--- src/rtl/sad_search_ctrl_if.sv ---
// Controller-side bundle: start/status handshake, search and reference memory ports, result.
// Types live here so the controller, memories and bench share one definition.
interface sad_search_ctrl_if #(
    parameter int SImgSize = 31,
    parameter int RImgSize = 16
);
    localparam int SAW = $clog2(SImgSize * SImgSize);
    localparam int RAW = $clog2(RImgSize * RImgSize);

    typedef struct packed {
        logic                 write;
        logic [SAW-1:0]       waddr;
        logic [7:0]           wdata;
        logic [3:0][SAW-1:0]  raddr;
    } smem_req_t;

    typedef struct packed {
        logic [3:0][7:0] data;
    } smem_res_t;

    typedef struct packed {
        logic [16:0]    sad;
        logic [SAW-1:0] addr;
    } sad_t;

    logic                 start_i;
    logic                 busy_o;
    logic                 done_o;
    smem_req_t            smem_req_o;
    smem_res_t            smem_res_i;
    logic [1:0][RAW-1:0]  rmem_raddr_o;
    logic [1:0][7:0]      rmem_rdata_i;
    sad_t                 best_o;
    logic                 best_valid_o;

    modport master (
        input  start_i, smem_res_i, rmem_rdata_i,
        output busy_o, done_o, smem_req_o, rmem_raddr_o, best_o, best_valid_o
    );

    modport slave (
        output start_i, smem_res_i, rmem_rdata_i,
        input  busy_o, done_o, smem_req_o, rmem_raddr_o, best_o, best_valid_o
    );
endinterface

--- src/rtl/sad_search_ctrl.sv ---
// Full-search SAD block matcher: one two-candidate beat per cycle, result MemLat+1 cycles after the last beat.
// No backpressure: both memories are fixed-latency, so issue never stalls once a run starts.
module sad_search_ctrl #(
    parameter int SImgSize = 31,
    parameter int RImgSize = 16,
    parameter int MemLat   = 1
) (
    input  logic              clk_i,
    input  logic              rst_ni,
    sad_search_ctrl_if.master bus
);
    localparam int NC  = SImgSize - RImgSize + 1;
    localparam int SAW = $clog2(SImgSize * SImgSize);
    localparam int RAW = $clog2(RImgSize * RImgSize);
    localparam int JW  = $clog2(RImgSize);
    localparam int CW  = $clog2(NC);
    localparam int LCW = 2;

    typedef enum logic [1:0] {S_IDLE, S_RUN, S_DRAIN, S_DONE} state_e;

    state_e state_q, state_d;
    logic   start_acc, issue, busy, done;
    logic [LCW-1:0] lat_q;

    logic [JW-1:0]  j_q, j_d, r_q, r_d;
    logic [CW-1:0]  x_q, x_d, y_q, y_d;
    logic [SAW-1:0] row_base_q, row_base_d, cand_base_q, cand_base_d;
    logic [SAW-1:0] line_base_q, line_base_d;
    logic [RAW-1:0] ref_base_q, ref_base_d;
    logic           j_end, r_end, x_end, y_end, last_beat;

    logic [MemLat-1:0] tv_q, tf_q, tl_q;
    logic [SAW-1:0]    ta_q [MemLat];
    logic              ret_vld, ret_first, ret_last;
    logic [SAW-1:0]    ret_addr;

    logic [3:0][7:0]     s_dat;
    logic [1:0][7:0]     r_dat;
    logic [8:0]          d0, d1;
    logic [16:0]         acc0_q, acc1_q, sum0, sum1, pick_sum;
    logic                pick1;
    logic [16:0]         best_sad_q, best_sad_d;
    logic [SAW-1:0]      best_addr_q, best_addr_d;
    logic [16:0]         bo_sad_q;
    logic [SAW-1:0]      bo_addr_q;
    logic                best_valid_q;
    logic [3:0][SAW-1:0] raddr;
    logic [1:0][RAW-1:0] rref;
    logic [SAW-1:0]      a0;

    function automatic logic [7:0] absdiff(input logic [7:0] a, input logic [7:0] b);
        return (a > b) ? (a - b) : (b - a);
    endfunction

    always_ff @(posedge clk_i or negedge rst_ni) begin
        if (!rst_ni) state_q <= S_IDLE;
        else         state_q <= state_d;
    end

    always_comb begin
        state_d = state_q;
        unique case (state_q)
            S_IDLE:  if (bus.start_i) state_d = S_RUN;
            S_RUN:   if (last_beat) state_d = S_DRAIN;
            S_DRAIN: if (lat_q == LCW'(MemLat - 1)) state_d = S_DONE;
            S_DONE:  state_d = S_IDLE;
            default: state_d = S_IDLE;
        endcase
    end

    always_comb begin
        start_acc = 1'b0;
        issue     = 1'b0;
        busy      = 1'b0;
        done      = 1'b0;
        unique case (state_q)
            S_IDLE:  start_acc = bus.start_i;
            S_RUN:   begin issue = 1'b1; busy = 1'b1; end
            S_DRAIN: busy = 1'b1;
            S_DONE:  begin busy = 1'b1; done = 1'b1; end
            default: ;
        endcase
    end

    always_ff @(posedge clk_i or negedge rst_ni) begin
        if (!rst_ni)                lat_q <= '0;
        else if (state_q == S_DRAIN) lat_q <= lat_q + LCW'(1);
        else                        lat_q <= '0;
    end

    assign j_end     = (j_q == JW'(RImgSize - 2));
    assign r_end     = (r_q == JW'(RImgSize - 1));
    assign x_end     = (x_q == CW'(NC - 2));
    assign y_end     = (y_q == CW'(NC - 1));
    assign last_beat = j_end & r_end & x_end & y_end;

    // Row/candidate bases advance by adds only; line_base tracks y*SImgSize.
    always_comb begin
        j_d = j_q;  r_d = r_q;  x_d = x_q;  y_d = y_q;
        row_base_d  = row_base_q;
        cand_base_d = cand_base_q;
        line_base_d = line_base_q;
        ref_base_d  = ref_base_q;
        if (start_acc) begin
            j_d = '0;  r_d = '0;  x_d = '0;  y_d = '0;
            row_base_d = '0;  cand_base_d = '0;  line_base_d = '0;  ref_base_d = '0;
        end else if (issue) begin
            if (!j_end) begin
                j_d = j_q + JW'(2);
            end else begin
                j_d = '0;
                if (!r_end) begin
                    r_d        = r_q + JW'(1);
                    row_base_d = row_base_q + SAW'(SImgSize);
                    ref_base_d = ref_base_q + RAW'(RImgSize);
                end else begin
                    r_d        = '0;
                    ref_base_d = '0;
                    if (!x_end) begin
                        x_d         = x_q + CW'(2);
                        cand_base_d = cand_base_q + SAW'(2);
                        row_base_d  = cand_base_q + SAW'(2);
                    end else begin
                        x_d         = '0;
                        y_d         = y_end ? '0 : y_q + CW'(1);
                        line_base_d = y_end ? '0 : line_base_q + SAW'(SImgSize);
                        cand_base_d = line_base_d;
                        row_base_d  = line_base_d;
                    end
                end
            end
        end
    end

    always_ff @(posedge clk_i or negedge rst_ni) begin
        if (!rst_ni) begin
            j_q <= '0;  r_q <= '0;  x_q <= '0;  y_q <= '0;
            row_base_q <= '0;  cand_base_q <= '0;  line_base_q <= '0;  ref_base_q <= '0;
        end else begin
            j_q <= j_d;  r_q <= r_d;  x_q <= x_d;  y_q <= y_d;
            row_base_q  <= row_base_d;
            cand_base_q <= cand_base_d;
            line_base_q <= line_base_d;
            ref_base_q  <= ref_base_d;
        end
    end

    assign a0       = row_base_q + SAW'(j_q);
    assign raddr[0] = issue ? a0 : '0;
    assign raddr[1] = issue ? a0 + SAW'(1) : '0;
    assign raddr[2] = issue ? a0 + SAW'(1) : '0;
    assign raddr[3] = issue ? a0 + SAW'(2) : '0;
    assign rref[0]  = issue ? ref_base_q + RAW'(j_q) : '0;
    assign rref[1]  = issue ? ref_base_q + RAW'(j_q) + RAW'(1) : '0;

    // Tags ride alongside the memory read so they line up with returning data.
    always_ff @(posedge clk_i or negedge rst_ni) begin
        if (!rst_ni) begin
            tv_q <= '0;
            tf_q <= '0;
            tl_q <= '0;
            for (int k = 0; k < MemLat; k++) ta_q[k] <= '0;
        end else begin
            for (int k = MemLat - 1; k > 0; k--) begin
                tv_q[k] <= tv_q[k-1];
                tf_q[k] <= tf_q[k-1];
                tl_q[k] <= tl_q[k-1];
                ta_q[k] <= ta_q[k-1];
            end
            tv_q[0] <= issue;
            tf_q[0] <= (j_q == '0) && (r_q == '0);
            tl_q[0] <= j_end && r_end;
            ta_q[0] <= cand_base_q;
        end
    end

    assign ret_vld   = tv_q[MemLat-1];
    assign ret_first = tf_q[MemLat-1];
    assign ret_last  = tl_q[MemLat-1];
    assign ret_addr  = ta_q[MemLat-1];

    assign s_dat = bus.smem_res_i.data;
    assign r_dat = bus.rmem_rdata_i;
    assign d0    = 9'(absdiff(s_dat[0], r_dat[0])) + 9'(absdiff(s_dat[1], r_dat[1]));
    assign d1    = 9'(absdiff(s_dat[2], r_dat[0])) + 9'(absdiff(s_dat[3], r_dat[1]));
    assign sum0  = ret_first ? 17'(d0) : acc0_q + 17'(d0);
    assign sum1  = ret_first ? 17'(d1) : acc1_q + 17'(d1);

    always_ff @(posedge clk_i or negedge rst_ni) begin
        if (!rst_ni) begin
            acc0_q <= '0;
            acc1_q <= '0;
        end else if (ret_vld) begin
            acc0_q <= sum0;
            acc1_q <= sum1;
        end
    end

    // set0 wins in-pair ties; strict compare keeps the earlier pair on cross-pair ties.
    always_comb begin
        best_sad_d  = best_sad_q;
        best_addr_d = best_addr_q;
        pick1       = (sum1 < sum0);
        pick_sum    = pick1 ? sum1 : sum0;
        if (start_acc) begin
            best_sad_d  = 17'h1FFFF;
            best_addr_d = '0;
        end else if (ret_vld && ret_last && (pick_sum < best_sad_q)) begin
            best_sad_d  = pick_sum;
            best_addr_d = ret_addr + SAW'(pick1);
        end
    end

    always_ff @(posedge clk_i or negedge rst_ni) begin
        if (!rst_ni) begin
            best_sad_q   <= 17'h1FFFF;
            best_addr_q  <= '0;
            bo_sad_q     <= '0;
            bo_addr_q    <= '0;
            best_valid_q <= 1'b0;
        end else begin
            best_sad_q  <= best_sad_d;
            best_addr_q <= best_addr_d;
            if (start_acc) begin
                bo_sad_q     <= '0;
                bo_addr_q    <= '0;
                best_valid_q <= 1'b0;
            end else if ((state_q == S_DRAIN) && (state_d == S_DONE)) begin
                bo_sad_q     <= best_sad_d;
                bo_addr_q    <= best_addr_d;
                best_valid_q <= 1'b1;
            end
        end
    end

    assign bus.busy_o       = busy;
    assign bus.done_o       = done;
    assign bus.best_valid_o = best_valid_q;
    assign bus.best_o       = {bo_sad_q, bo_addr_q};
    assign bus.smem_req_o   = {1'b0, {SAW{1'b0}}, 8'h00, raddr};
    assign bus.rmem_raddr_o = rref;
endmodule
--- src/flat_wrapper.sv ---
// flat-port wrapper written by rule: the top's interface ports become plain ports
module sad_search_ctrl_flat 
#(
    parameter int SImgSize = 31,
    parameter int RImgSize = 16,
    parameter int MemLat   = 1
)
  (clk_i, rst_ni, bus_start_i, bus_smem_res_i, bus_rmem_rdata_i, bus_busy_o, bus_done_o, bus_smem_req_o, bus_rmem_raddr_o, bus_best_o, bus_best_valid_o);
  sad_search_ctrl_if #(.SImgSize(SImgSize), .RImgSize(RImgSize)) bus_i ();
  input  logic clk_i;
  input  logic rst_ni;
  input wire logic [$bits(bus_i.start_i)-1:0] bus_start_i;
  input wire logic [$bits(bus_i.smem_res_i)-1:0] bus_smem_res_i;
  input wire logic [$bits(bus_i.rmem_rdata_i)-1:0] bus_rmem_rdata_i;
  output wire logic [$bits(bus_i.busy_o)-1:0] bus_busy_o;
  output wire logic [$bits(bus_i.done_o)-1:0] bus_done_o;
  output wire logic [$bits(bus_i.smem_req_o)-1:0] bus_smem_req_o;
  output wire logic [$bits(bus_i.rmem_raddr_o)-1:0] bus_rmem_raddr_o;
  output wire logic [$bits(bus_i.best_o)-1:0] bus_best_o;
  output wire logic [$bits(bus_i.best_valid_o)-1:0] bus_best_valid_o;
  assign bus_i.start_i = bus_start_i;
  assign bus_i.smem_res_i = bus_smem_res_i;
  assign bus_i.rmem_rdata_i = bus_rmem_rdata_i;
  assign bus_busy_o = bus_i.busy_o;
  assign bus_done_o = bus_i.done_o;
  assign bus_smem_req_o = bus_i.smem_req_o;
  assign bus_rmem_raddr_o = bus_i.rmem_raddr_o;
  assign bus_best_o = bus_i.best_o;
  assign bus_best_valid_o = bus_i.best_valid_o;
  sad_search_ctrl #(.SImgSize(SImgSize), .RImgSize(RImgSize), .MemLat(MemLat)) u_core (.clk_i(clk_i), .rst_ni(rst_ni), .bus(bus_i));
endmodule
--- config.mk ---
export PLATFORM = sky130hd
export DESIGN_NAME = sad_search_ctrl_flat
export DESIGN_NICKNAME = d
export VERILOG_FILES = /design/src/rtl/sad_search_ctrl_if.sv /design/src/rtl/sad_search_ctrl.sv /design/src/flat_wrapper.sv
export SDC_FILE = /design/constraint.sdc
export NUM_CORES = 1
export LEC_CHECK = 0
export BUFFER_PORTS_ARGS = -buffer_cell sky130_fd_sc_hd__buf_2
export CAP_MARGIN = 5
export CORE_ASPECT_RATIO = 1.2
export CORE_UTILIZATION = 35
export CTS_BUF_LIST = sky130_fd_sc_hd__clkbuf_8
export CTS_CLUSTER_DIAMETER = 120
export DETAILED_ROUTE_END_ITERATION = 16
export MAX_ROUTING_LAYER = met4
export PLACE_DENSITY = 0.59
export SLEW_MARGIN = 20
export SYNTH_ARGS = -nofsm -noshare
export SYNTH_HDL_FRONTEND = slang
export SYNTH_SLANG_ARGS = --single-unit
--- constraint.sdc ---
create_clock -name clk_i -period 8.8 [get_ports clk_i]
set_input_delay 0.44 -clock clk_i [delete_from_list [all_inputs] [get_ports clk_i]]
set_output_delay 0.44 -clock clk_i [all_outputs]
set_load 0.02 [all_outputs]
==> results.md <==
* P&R area growth vs syn at 16.7%
* Area of the multi-input gates at around 8800 sq um
* Most frequent cell on the critical path: buf_4
* PortBufs at roughly 140
* Sequential area share after synthesis at around 29%
* Crit-path max cell delay at 0.46 ns
* Vias per std cell at between 5 and 6
* CTS Buffer Depth at 2
* Cell Pwr Density at about 360 nW/um^2
* Setup WS pre-CTS at -0.265 ns
* Crit path arrival time at around 8.6 ns
* WL/cell at 16.4 microns
* Status: finished, final reports clean
* Post-DP HPWL at 29100 microns
* Leading area contributor after synthesis: dfrtp_1
* Setup crit start kind: input pin
* Placed insts at around 2200
* Initial antenna violation count at 0
* Die X at about 180 microns
* Post-synth cell types at between 70 and 80
* Critical Path Sink Type: flop
* Htree depth at 4
* Ys Warns at 0
* Worst Path Max Fanout at 10
* Peak VDD IR at around 0.16 mV
* Die area at 39300 sq um
* Filler cells at roughly 3800
* Post-route insts no fill at 2279
* First drt pass iteration count at 5
* Crit path launch: bus_smem_res_i[0]
* Starting density of the core at between 30 and 40%
* Worst skew pair latency at between 0.4 and 0.5 ns
* Final Hold Viols at 0
* Critical Path RT at 9.12 ns
* Num Clock Sinks at between 150 and 200
* Synth async-reset ratio at 100%
* Mapped Area at 13500 sq um
* GPL Wtd Cong at roughly 0.89
* Power Total at 5600 uW
* Post-synthesis sequential element count at about 150
* Ys flop type: dfrtp_1
* Slew @ Worst Pin at 0.911 ns
* Share of cells above drive strength 1 at 21.1%
* Rows at 78
* Slowest cell on crit path: o41a_1
* Final worst slack at ~0.55 ns
* Crit path time final at 8.25 ns
* Post-synth EDFFs at 0
* Iter 0 DRT Violations at 572
* Max-cap viol count at 0
* GRT Resource Usage Total at between 10% and 20%
* CTS tree: built
* Clk_skew at 0.0131 ns
* Root Buffer: clkbuf_8
* Worst slew margin at 39.2%
* Final core utilization at around 42%
* Reg2reg start: u_core.acc1_q[0]
* Die Y at roughly 220 microns
* Worst min path class: in -> async
* Reg-to-reg slack, setup at between 2 and 3 ns
* # diodes at 0
* Largest net degree at the start of global routing at 88
* Placeable Area at 37900 sq um
* First-pass GRT wire length at around 60000 microns
* Reg area at 3880 sq um
* Leak at ~0.0076 uW
* Clock buffer count from CTS at 17
* GRT overflow at 0
* Routed Antenna Nets at 0
* Max-slew violations at 0
* Final nets at roughly 2000
* Clk pin slew, worst setup/hold paths at 0.08 ns
* Final Setup Violations at 0
* Final Cycle Share at a little over nine tenths
* Vias at ~12000
* Total Wirelength at 37400 microns
* DRC Markers at 0
* Area fraction of the dominant cell type after synthesis at 25.4%
* Synthesized instance count at 1598
* Syn avg cell area at 8.43 sq um
* CP Class: in -> reg
* # IOs at between 150 and 200
* Synth area leaders: dfrtp_1 (25%), ha_1 (13%), a21oi_1 (4.3%)
* Fmax achieved at approximately 0.12 GHz
* Vias in the first global route at about 12000
-- logic make-up (layout without fill, tap and decap cells) --
logic type | count (synthesis) | in the layout | share of synthesized area (%)
AOI/OAI and AO/OA | 408 | 408 | 19.1
other | 1 | 20 | 0.0278
DFF | 154 | 154 | 28.8
xor gates and xnor gates | 86 | 86 | 5.59
buffers and inverters | 225 | 406 | 7.57
muxes | 88 | 88 | 6.90
adders and majority gates | 160 | 160 | 15.5
and+or+nand+nor | 476 | 477 | 16.6
-- flip-flops by register name (all words and copies together) (netlist names), 2 cells and up --
name,flops
u_core.bo_sad_q,17
u_core.r_q,4
u_core.best_addr_q,10
u_core.acc1_q,17
u_core.bo_addr_q,10
u_core.cand_base_q,10
u_core.state_q,2
u_core.ret_addr,10
u_core.x_q,3
u_core.j_q,3
u_core.best_sad_q,17
u_core.acc0_q,17
u_core.lat_q,2
u_core.ref_base_q,4
u_core.line_base_q,10
u_core.y_q,4
u_core.row_base_q,10
-- per-layer routing --
metal	share of wire, %	vias up	global-route usage [%]
met3	2.9	92	2.26
met5	0	-	-
met2	51	250	35.0
met4	4.2	0	8.95
li1	-	5934	-
met1	42	5696	21.8
-- repair_timing --
action / 4_1_cts / 5_1_grt
resized for setup: 0 / 32
endpoints found under the hold margin: 0 / 0
setup endpoints to repair: 0 / 54
setup buffers: 0 / 3
hold buffers: 0 / 0
-- worst max-delay path: cells and delay by family --
kind            cells  cell delay (ns)
compound gates     16             2.96
fa+ha+maj           6             1.87
mux                 2             0.52
buf+inv            10             1.39
simple gates        7             1.18
xor+xnor            1             0.21
-- power breakdown --
group,internal (uW),switching (uW)
Clock,306,287
Combinational,1920,2220
Sequential,800,69.4
Total,3020,2580
-- area by class of cell --
class                   instances  share of cell area, %
inverters                     130                   3.10
clock inverters                12                   1.02
flip-flops and latches        154                   24.6
repair buffers                244                   9.64
well taps                     480                   3.82
multi-input cells            1239                   56.0
clock buffers                  20                   1.75
-- cells in the mapped netlist, drive strengths merged, types with 17 or more instances --
library cell	count
dfrtp	137
nor2	141
xor2	32
buf	47
a21o	30
mux2i	59
a211oi	25
xnor2	54
and2	27
ha	145
dfstp	17
nand4	26
a21oi	132
o21ai	115
mux2	29
nand3	43
nand2	137
clkbuf	48
nor3	27
inv	130
-- final timing paths --
path | end | depth (start not counted)
hold / removal | u_core.j_q[2] | 1
setup / recovery | u_core.bo_sad_q[10] | 42
hold reg to reg | u_core.ret_addr[0] | 0
max in group asynchronous | u_core.ret_addr[4] | 2
min in group clk_i | u_core.ret_addr[0] | 0
setup reg to reg | u_core.bo_addr_q[7] | 27
-- placed cells by master, fill, tap and decap left out, types with 32 or more instances in the layout --
cell type,n
mux2i_1,56
nand3_1,43
xnor2_1,53
o21ai_0,94
ha_1,144
nor2_1,139
dfrtp_1,136
a21oi_1,114
xor2_1,32
buf_2,134
nand2_1,135
inv_1,131
buf_4,107
-- through the flow --
| stage | cell area [sq um] | setup TNS (ns) | hold WS [ns] |
|---|---|---|---|
| final | 15700 | 0 | 0.0520 |
| after global routing | 15700 | -0.00685 | 0.0915 |
| after CTS | 15600 | 0 | 0.0739 |
| after detailed placement | 15100 | -5.83 | 0.395 |
| after global placement | 15100 | -1.81 | 0.390 |
| after floorplan | 13500 | 0 | 0.144 |
(Power assumes the default switching activity.)
